`config.mk`:
```
export PLATFORM = sky130hd
export DESIGN_NAME = id_decode_stage
export DESIGN_NICKNAME = d
export VERILOG_FILES = /design/src/rtl/id_decode_stage.sv
export SDC_FILE = /design/constraint.sdc
export NUM_CORES = 1
export LEC_CHECK = 0
export ABC_CLOCK_PERIOD_IN_PS = 7300
export CAP_MARGIN = 40
export CORE_ASPECT_RATIO = 0.75
export CORE_UTILIZATION = 56
export DETAILED_ROUTE_END_ITERATION = 6
export GPL_TIMING_DRIVEN = 0
export PLACE_DENSITY_LB_ADDON = 0.3
export SLEW_MARGIN = 20
export SYNTH_ARGS = -nofsm -noshare
export SYNTH_HDL_FRONTEND = slang
export SYNTH_SLANG_ARGS = --single-unit
```
`constraint.sdc`:
```
create_clock -name clk -period 7.3 [get_ports clk]
set_input_delay 2.19 -clock clk [delete_from_list [all_inputs] [get_ports clk]]
set_output_delay 2.19 -clock clk [all_outputs]
set_load 0.05 [all_outputs]
```
`src/rtl/id_decode_stage.sv`:
```
// Registered instruction-decode stage: decodes one 32-bit instruction per cycle into control
// fields, with valid/ready handshakes, a per-register load-use scoreboard, flush and illegal flag.
module id_decode_stage #(
  parameter int         REG_AW     = 5,
  parameter int         LOAD_LAT   = 2,
  parameter logic [1:0] NIC_PREFIX = 2'b11
) (
  input  logic              clk,
  input  logic              reset,
  input  logic              in_valid,
  output logic              in_ready,
  input  logic [31:0]       instr,
  input  logic              flush,
  output logic              out_valid,
  input  logic              out_ready,
  output logic [REG_AW-1:0] ra,
  output logic [REG_AW-1:0] rb,
  output logic [REG_AW-1:0] rd,
  output logic [1:0]        ww,
  output logic [5:0]        op,
  output logic [2:0]        ppp,
  output logic [1:0]        br,
  output logic [15:0]       imm,
  output logic [15:0]       mem_addr,
  output logic              mem_en,
  output logic              store_en,
  output logic              load,
  output logic              wr_en,
  output logic              nic_en,
  output logic              nic_wr,
  output logic [1:0]        nic_addr,
  output logic              illegal
);

  localparam int NREG = 1 << REG_AW;

  typedef struct packed {
    logic [REG_AW-1:0] ra;
    logic [REG_AW-1:0] rb;
    logic [REG_AW-1:0] rd;
    logic [1:0]        ww;
    logic [5:0]        op;
    logic [2:0]        ppp;
    logic [1:0]        br;
    logic [15:0]       imm;
    logic [15:0]       mem_addr;
    logic              mem_en;
    logic              store_en;
    logic              load;
    logic              wr_en;
    logic              nic_en;
    logic              nic_wr;
    logic [1:0]        nic_addr;
    logic              illegal;
  } fields_t;

  fields_t    dec, fields_d, fields_q;
  logic       out_valid_d, out_valid_q;
  logic [3:0] cnt_d [NREG];
  logic [3:0] cnt_q [NREG];
  logic       use_a, use_b, hz_a, hz_b, hazard;
  logic       in_fire, out_fire, ld_set;
  logic       nic_win;

  always_comb begin
    dec     = '0;
    use_a   = 1'b0;
    use_b   = 1'b0;
    nic_win = (instr[15:14] == NIC_PREFIX);
    case (instr[31:26])
      6'b101010: begin
        dec.ra    = REG_AW'(instr[20:16]);
        dec.rb    = REG_AW'(instr[15:11]);
        dec.rd    = REG_AW'(instr[25:21]);
        dec.ppp   = instr[10:8];
        dec.ww    = instr[7:6];
        dec.op    = instr[5:0];
        dec.wr_en = 1'b1;
        use_a     = 1'b1;
        use_b     = 1'b1;
      end
      6'b100010, 6'b100011: begin
        dec.ra  = REG_AW'(instr[25:21]);
        dec.br  = {1'b1, instr[26]};
        dec.imm = instr[15:0];
        dec.ppp = instr[10:8];
        use_a   = 1'b1;
      end
      6'b100000: begin
        dec.rd       = REG_AW'(instr[25:21]);
        dec.mem_addr = instr[15:0];
        dec.mem_en   = 1'b1;
        dec.load     = 1'b1;
        dec.wr_en    = 1'b1;
        if (nic_win && !instr[1]) begin
          dec.nic_en   = 1'b1;
          dec.nic_addr = {1'b0, instr[0]};
        end
      end
      6'b100001: begin
        dec.ra       = REG_AW'(instr[25:21]);
        dec.mem_addr = instr[15:0];
        dec.mem_en   = 1'b1;
        dec.store_en = 1'b1;
        use_a        = 1'b1;
        if (nic_win && instr[1]) begin
          dec.nic_en   = 1'b1;
          dec.nic_wr   = 1'b1;
          dec.nic_addr = {1'b1, instr[0]};
        end
      end
      6'b111100: dec.ppp = instr[10:8];
      default:   dec.illegal = 1'b1;
    endcase
  end

  // A held LD has not reached the scoreboard yet, so its rd is checked directly.
  always_comb begin
    hz_a     = (cnt_q[dec.ra] != 4'd0) || (out_valid_q && fields_q.load && fields_q.rd == dec.ra);
    hz_b     = (cnt_q[dec.rb] != 4'd0) || (out_valid_q && fields_q.load && fields_q.rd == dec.rb);
    hazard   = (use_a && hz_a) || (use_b && hz_b);
    in_ready = !reset && !flush && !hazard && (!out_valid_q || out_ready);
    in_fire  = in_valid && in_ready;
    out_fire = out_valid_q && out_ready && !flush;
    ld_set   = out_fire && fields_q.load;
  end

  always_comb begin
    fields_d    = fields_q;
    out_valid_d = out_valid_q;
    if (flush) begin
      fields_d    = '0;
      out_valid_d = 1'b0;
    end else if (in_fire) begin
      fields_d    = dec;
      out_valid_d = 1'b1;
    end else if (out_fire) begin
      out_valid_d = 1'b0;
    end
  end

  always_comb begin
    for (int i = 0; i < NREG; i++) begin
      cnt_d[i] = cnt_q[i];
      if (ld_set && fields_q.rd == REG_AW'(i))
        cnt_d[i] = 4'(LOAD_LAT);
      else if (cnt_q[i] != 4'd0)
        cnt_d[i] = cnt_q[i] - 4'd1;
    end
  end

  always_ff @(posedge clk) begin
    if (reset) begin
      fields_q    <= '0;
      out_valid_q <= 1'b0;
      for (int i = 0; i < NREG; i++) cnt_q[i] <= 4'd0;
    end else begin
      fields_q    <= fields_d;
      out_valid_q <= out_valid_d;
      cnt_q       <= cnt_d;
    end
  end

  assign out_valid = out_valid_q;
  assign ra        = fields_q.ra;
  assign rb        = fields_q.rb;
  assign rd        = fields_q.rd;
  assign ww        = fields_q.ww;
  assign op        = fields_q.op;
  assign ppp       = fields_q.ppp;
  assign br        = fields_q.br;
  assign imm       = fields_q.imm;
  assign mem_addr  = fields_q.mem_addr;
  assign mem_en    = fields_q.mem_en;
  assign store_en  = fields_q.store_en;
  assign load      = fields_q.load;
  assign wr_en     = fields_q.wr_en;
  assign nic_en    = fields_q.nic_en;
  assign nic_wr    = fields_q.nic_wr;
  assign nic_addr  = fields_q.nic_addr;
  assign illegal   = fields_q.illegal;

endmodule

```
==> out/metrics.csv <==
metric,value,unit
number_of_cts_inserted_buffers,17,
nets,1323,
grt_use_met2,49.2,%
startpoint_type,input pin,
maxCapViolCount,0,
report.final.setup_viol,0,
gr-max-usage-layer,met2,
i_o_pins,108,
flow.area_growth_from_synthesis,23.1,%
route.detailed.wl_per_inst,18.9,um
launch_instance_of_the_worst_min_delay_path,store_en$_SDFFE_PP0P_,
worstRegToRegCells,11,
required,5110,ps
arrival,5050,ps
vias_per_cell,6.34,
final_hpwl_from_detailed_placement,20200,um
yosys_most_used_dff,dfxtp_1,
skew,11.9,ps
yosys-top-cells-area,"dfxtp_1, mux2i_1, nand2_1, nor3_1, nor2_1",
cts.path.max_buffers,2,
grt_overflow,0,
worstSetupEndpointType,output port,
clock-sinks,198,
slowest_stage,clkdlybuf4s50_1,
outcome,finished with violations,
mostFrequentLayoutCell,dfxtp_1,
crit_chain,"clkdlybuf4s50_1, clkbuf_2, a21oi_1, o22ai_2, a211oi_1, or4_4, nor4_4, or3_1, o2111a_1, buf_6",
detailed_place.area,10800,sq um
final_cell_mix,"dfxtp_1, nand2_1, nor2_1",
grt_max_degree,19,
number_of_synthesized_flops_with_an_enable_pin,0,
die-width,152,um
violations_in_the_final_reports,design-rule violations,
fin_total_pwr,0.00217,W
drt-pass1-iter-count,7,
remaining_drc_errors,1,
synthesis.nets,1184,
synthArstFlopShare,0,%
postLayoutSetupSlackWorst,61.0,ps
cts_root_buf,clkbuf_16,
floorplan.core_area,16300,sq um
worst_skew_pair.late_latency,450,ps
dieArea,17400,sq um
cts.clk_slew.worst_paths,80,ps
post-route-period-util,99.2,%
drt-total-wl,28600,um
r2r_end,op[2]$_SDFFE_PP0P_,
synth_warnings,0,
floorplan.die.height,115,um
reg2reg_from,cnt_q[52]$_SDFFE_PP0P_,
grt_pass1_wl,44400,um
grt_antenna_before_repair,1,
reg2reg_setup_slack,4090,ps
timing.critical_path.slowest_cell_delay,650,ps
detail-route-antenna-nets,0,
synthCells,1147,
layout.core_utilization,71.6,%
placement_rows,40,
cts_htree_levels,4,
cellPowerDensity,186,nW/um^2
synth_top_area_share,41.9,%
vias,9575,
synth_area,9450,sq um
critical_path.n_buffers_inverters,3,
drt_iter0_markers,1233,
grt_pass1_vias,8490,
avg_synthesized_cell_area,8.24,sq um
most_area_hungry_cell_type_in_the_yosys_netlist,dfxtp_1,
worst_hold_depth,2,
report.final.slew_viol_count,0,
max-vdd-ir-drop,0.127,mV
buffer_ports.inserted,103,
max_slew.worst_pin.slew,859,ps
floorplan.initialDensity,58.1,%
timing_worst_setup_path_type,in2out,
maxSlewHeadroom,42.2,%
gr-usage-met1,45.8,%
holdPathEnd,store_en$_SDFFE_PP0P_,
tritoncts_clock_tree,yes,
cp_top_family,buffers and inverters,
cellLeakagePower,4.43,nW
synthDistinctLibCells,76,
grt_usage,32.6,%
hold_viol,0,
timing.critical_path.fanout_max,10,
stdcell_area,11600,sq um
min-delay-path-class,reg2reg,
groute.layer.met3.usage,6.70,%
postSynthRegisterBits,198,
max_clock_freq,138,MHz
placement.setup.worst_slack,-1030,ps
synth_sequential_area_ratio,41.9,%
finalWorstPathRequiredPeriod,7240,ps
gp_congestion,0.990,
share_of_cells_above_drive_strength_1,8.93,%
==> worst min-delay path, delay by kind of cell (launching register included) <==
family / cells / cell delay (ps)
DFF: 1 / 310
muxes: 1 / 60
and+or+nand+nor: 1 / 50
==> flip-flops by register name (all words and copies together), names as in the netlist <==
name       flops
imm           16
ww             2
illegal        1
rb             5
op             6
ra             5
rd             5
load           1
nic_addr       2
wr_en          1
br             2
out_valid      1
ppp            3
nic_wr         1
mem_en         1
store_en       1
nic_en         1
mem_addr      16
cnt_q        128
==> per-stage QoR <==
| stage | hold WS, ps | TNS (ps) | cells |
|---|---|---|---|
| after floorplan | 449 | 0 | 1147 |
| after global placement | 443 | -973 | 1460 |
| after detailed placement | 451 | -1030 | 1461 |
| after CTS | 463 | 0 | 1502 |
| after global routing | 472 | -8.42 | 1510 |
| final | 463 | 0 | 1510 |
==> metal layers <==
metal | up-vias | part of all wire [%]
met5 | - | 0
li1 | 4463 | -
met1 | 4482 | 44
met4 | 0 | 2.7
met2 | 530 | 44
met3 | 100 | 9.7
==> where the power goes <==
| part | internal, W | switching (W) |
|---|---|---|
| clock network | 0.000490 | 0.000450 |
| logic | 0.0000541 | 0.0000914 |
| registers | 0.00108 | 0.000000471 |
| total | 0.00162 | 0.000542 |
==> worst max-delay path by stage <==
stage	cells after the start	to	startpoint	slack, ps
floorplan	11	in_ready	instr[28]	530
global placement	11	in_ready	instr[27]	-970
detailed placement	11	in_ready	instr[27]	-1030
CTS	13	in_ready	instr[26]	10
global route	13	in_ready	instr[29]	-8
finish	10	in_ready	instr[13]	60
==> cell type report <==
class,count,area (sq um)
inverter,7,26.3
sequential,198,3960
multi-input combinational,882,5310
fill,1227,4620
tap,210,263
clock buffer,18,439
clock inverter,14,140
buffer,60,349
antenna,1,2.50
timing repair buffer,120,1150
==> logic make-up (layout without fill, tap and decap cells) <==
kind of cell	after synthesis	count (layout)	synth area share [%]
flops	198	198	41.9
compound gates	240	240	15.9
other cells	0	1	0
simple gates	553	553	29.0
buf+inv	67	219	3.72
xor+xnor	9	9	0.834
mux	80	80	8.62
==> synth_stat cells, types with 3 or more instances <==
cell,number
nor4_1,18
buf_2,10
nand4_1,4
o22ai_1,4
buf_6,9
nand2_1,163
clkbuf_1,36
a31oi_1,30
nand3_1,59
inv_1,7
and2_1,5
xnor2_1,7
a21oi_1,55
or4_1,9
nand3b_1,33
o21ai_0,69
nand2b_1,38
nand4b_1,3
and3_1,5
buf_1,3
nor3_1,85
o21a_1,7
nor2_1,106
dfxtp_1,198
a22oi_1,4
mux2i_1,78
o31ai_1,34
or3_1,3
==> timing repair <==
| item | CTS | global route |
|---|---|---|
| setup endpoints to repair | 1 | 1 |
| buffers inserted | 9 | 7 |
| pin swaps | 4 | 11 |
| endpoints found under the hold margin | 0 | 0 |
| hold buffers | 0 | 0 |
| resized for setup | 41 | 25 |
(Power assumes the default switching activity.)
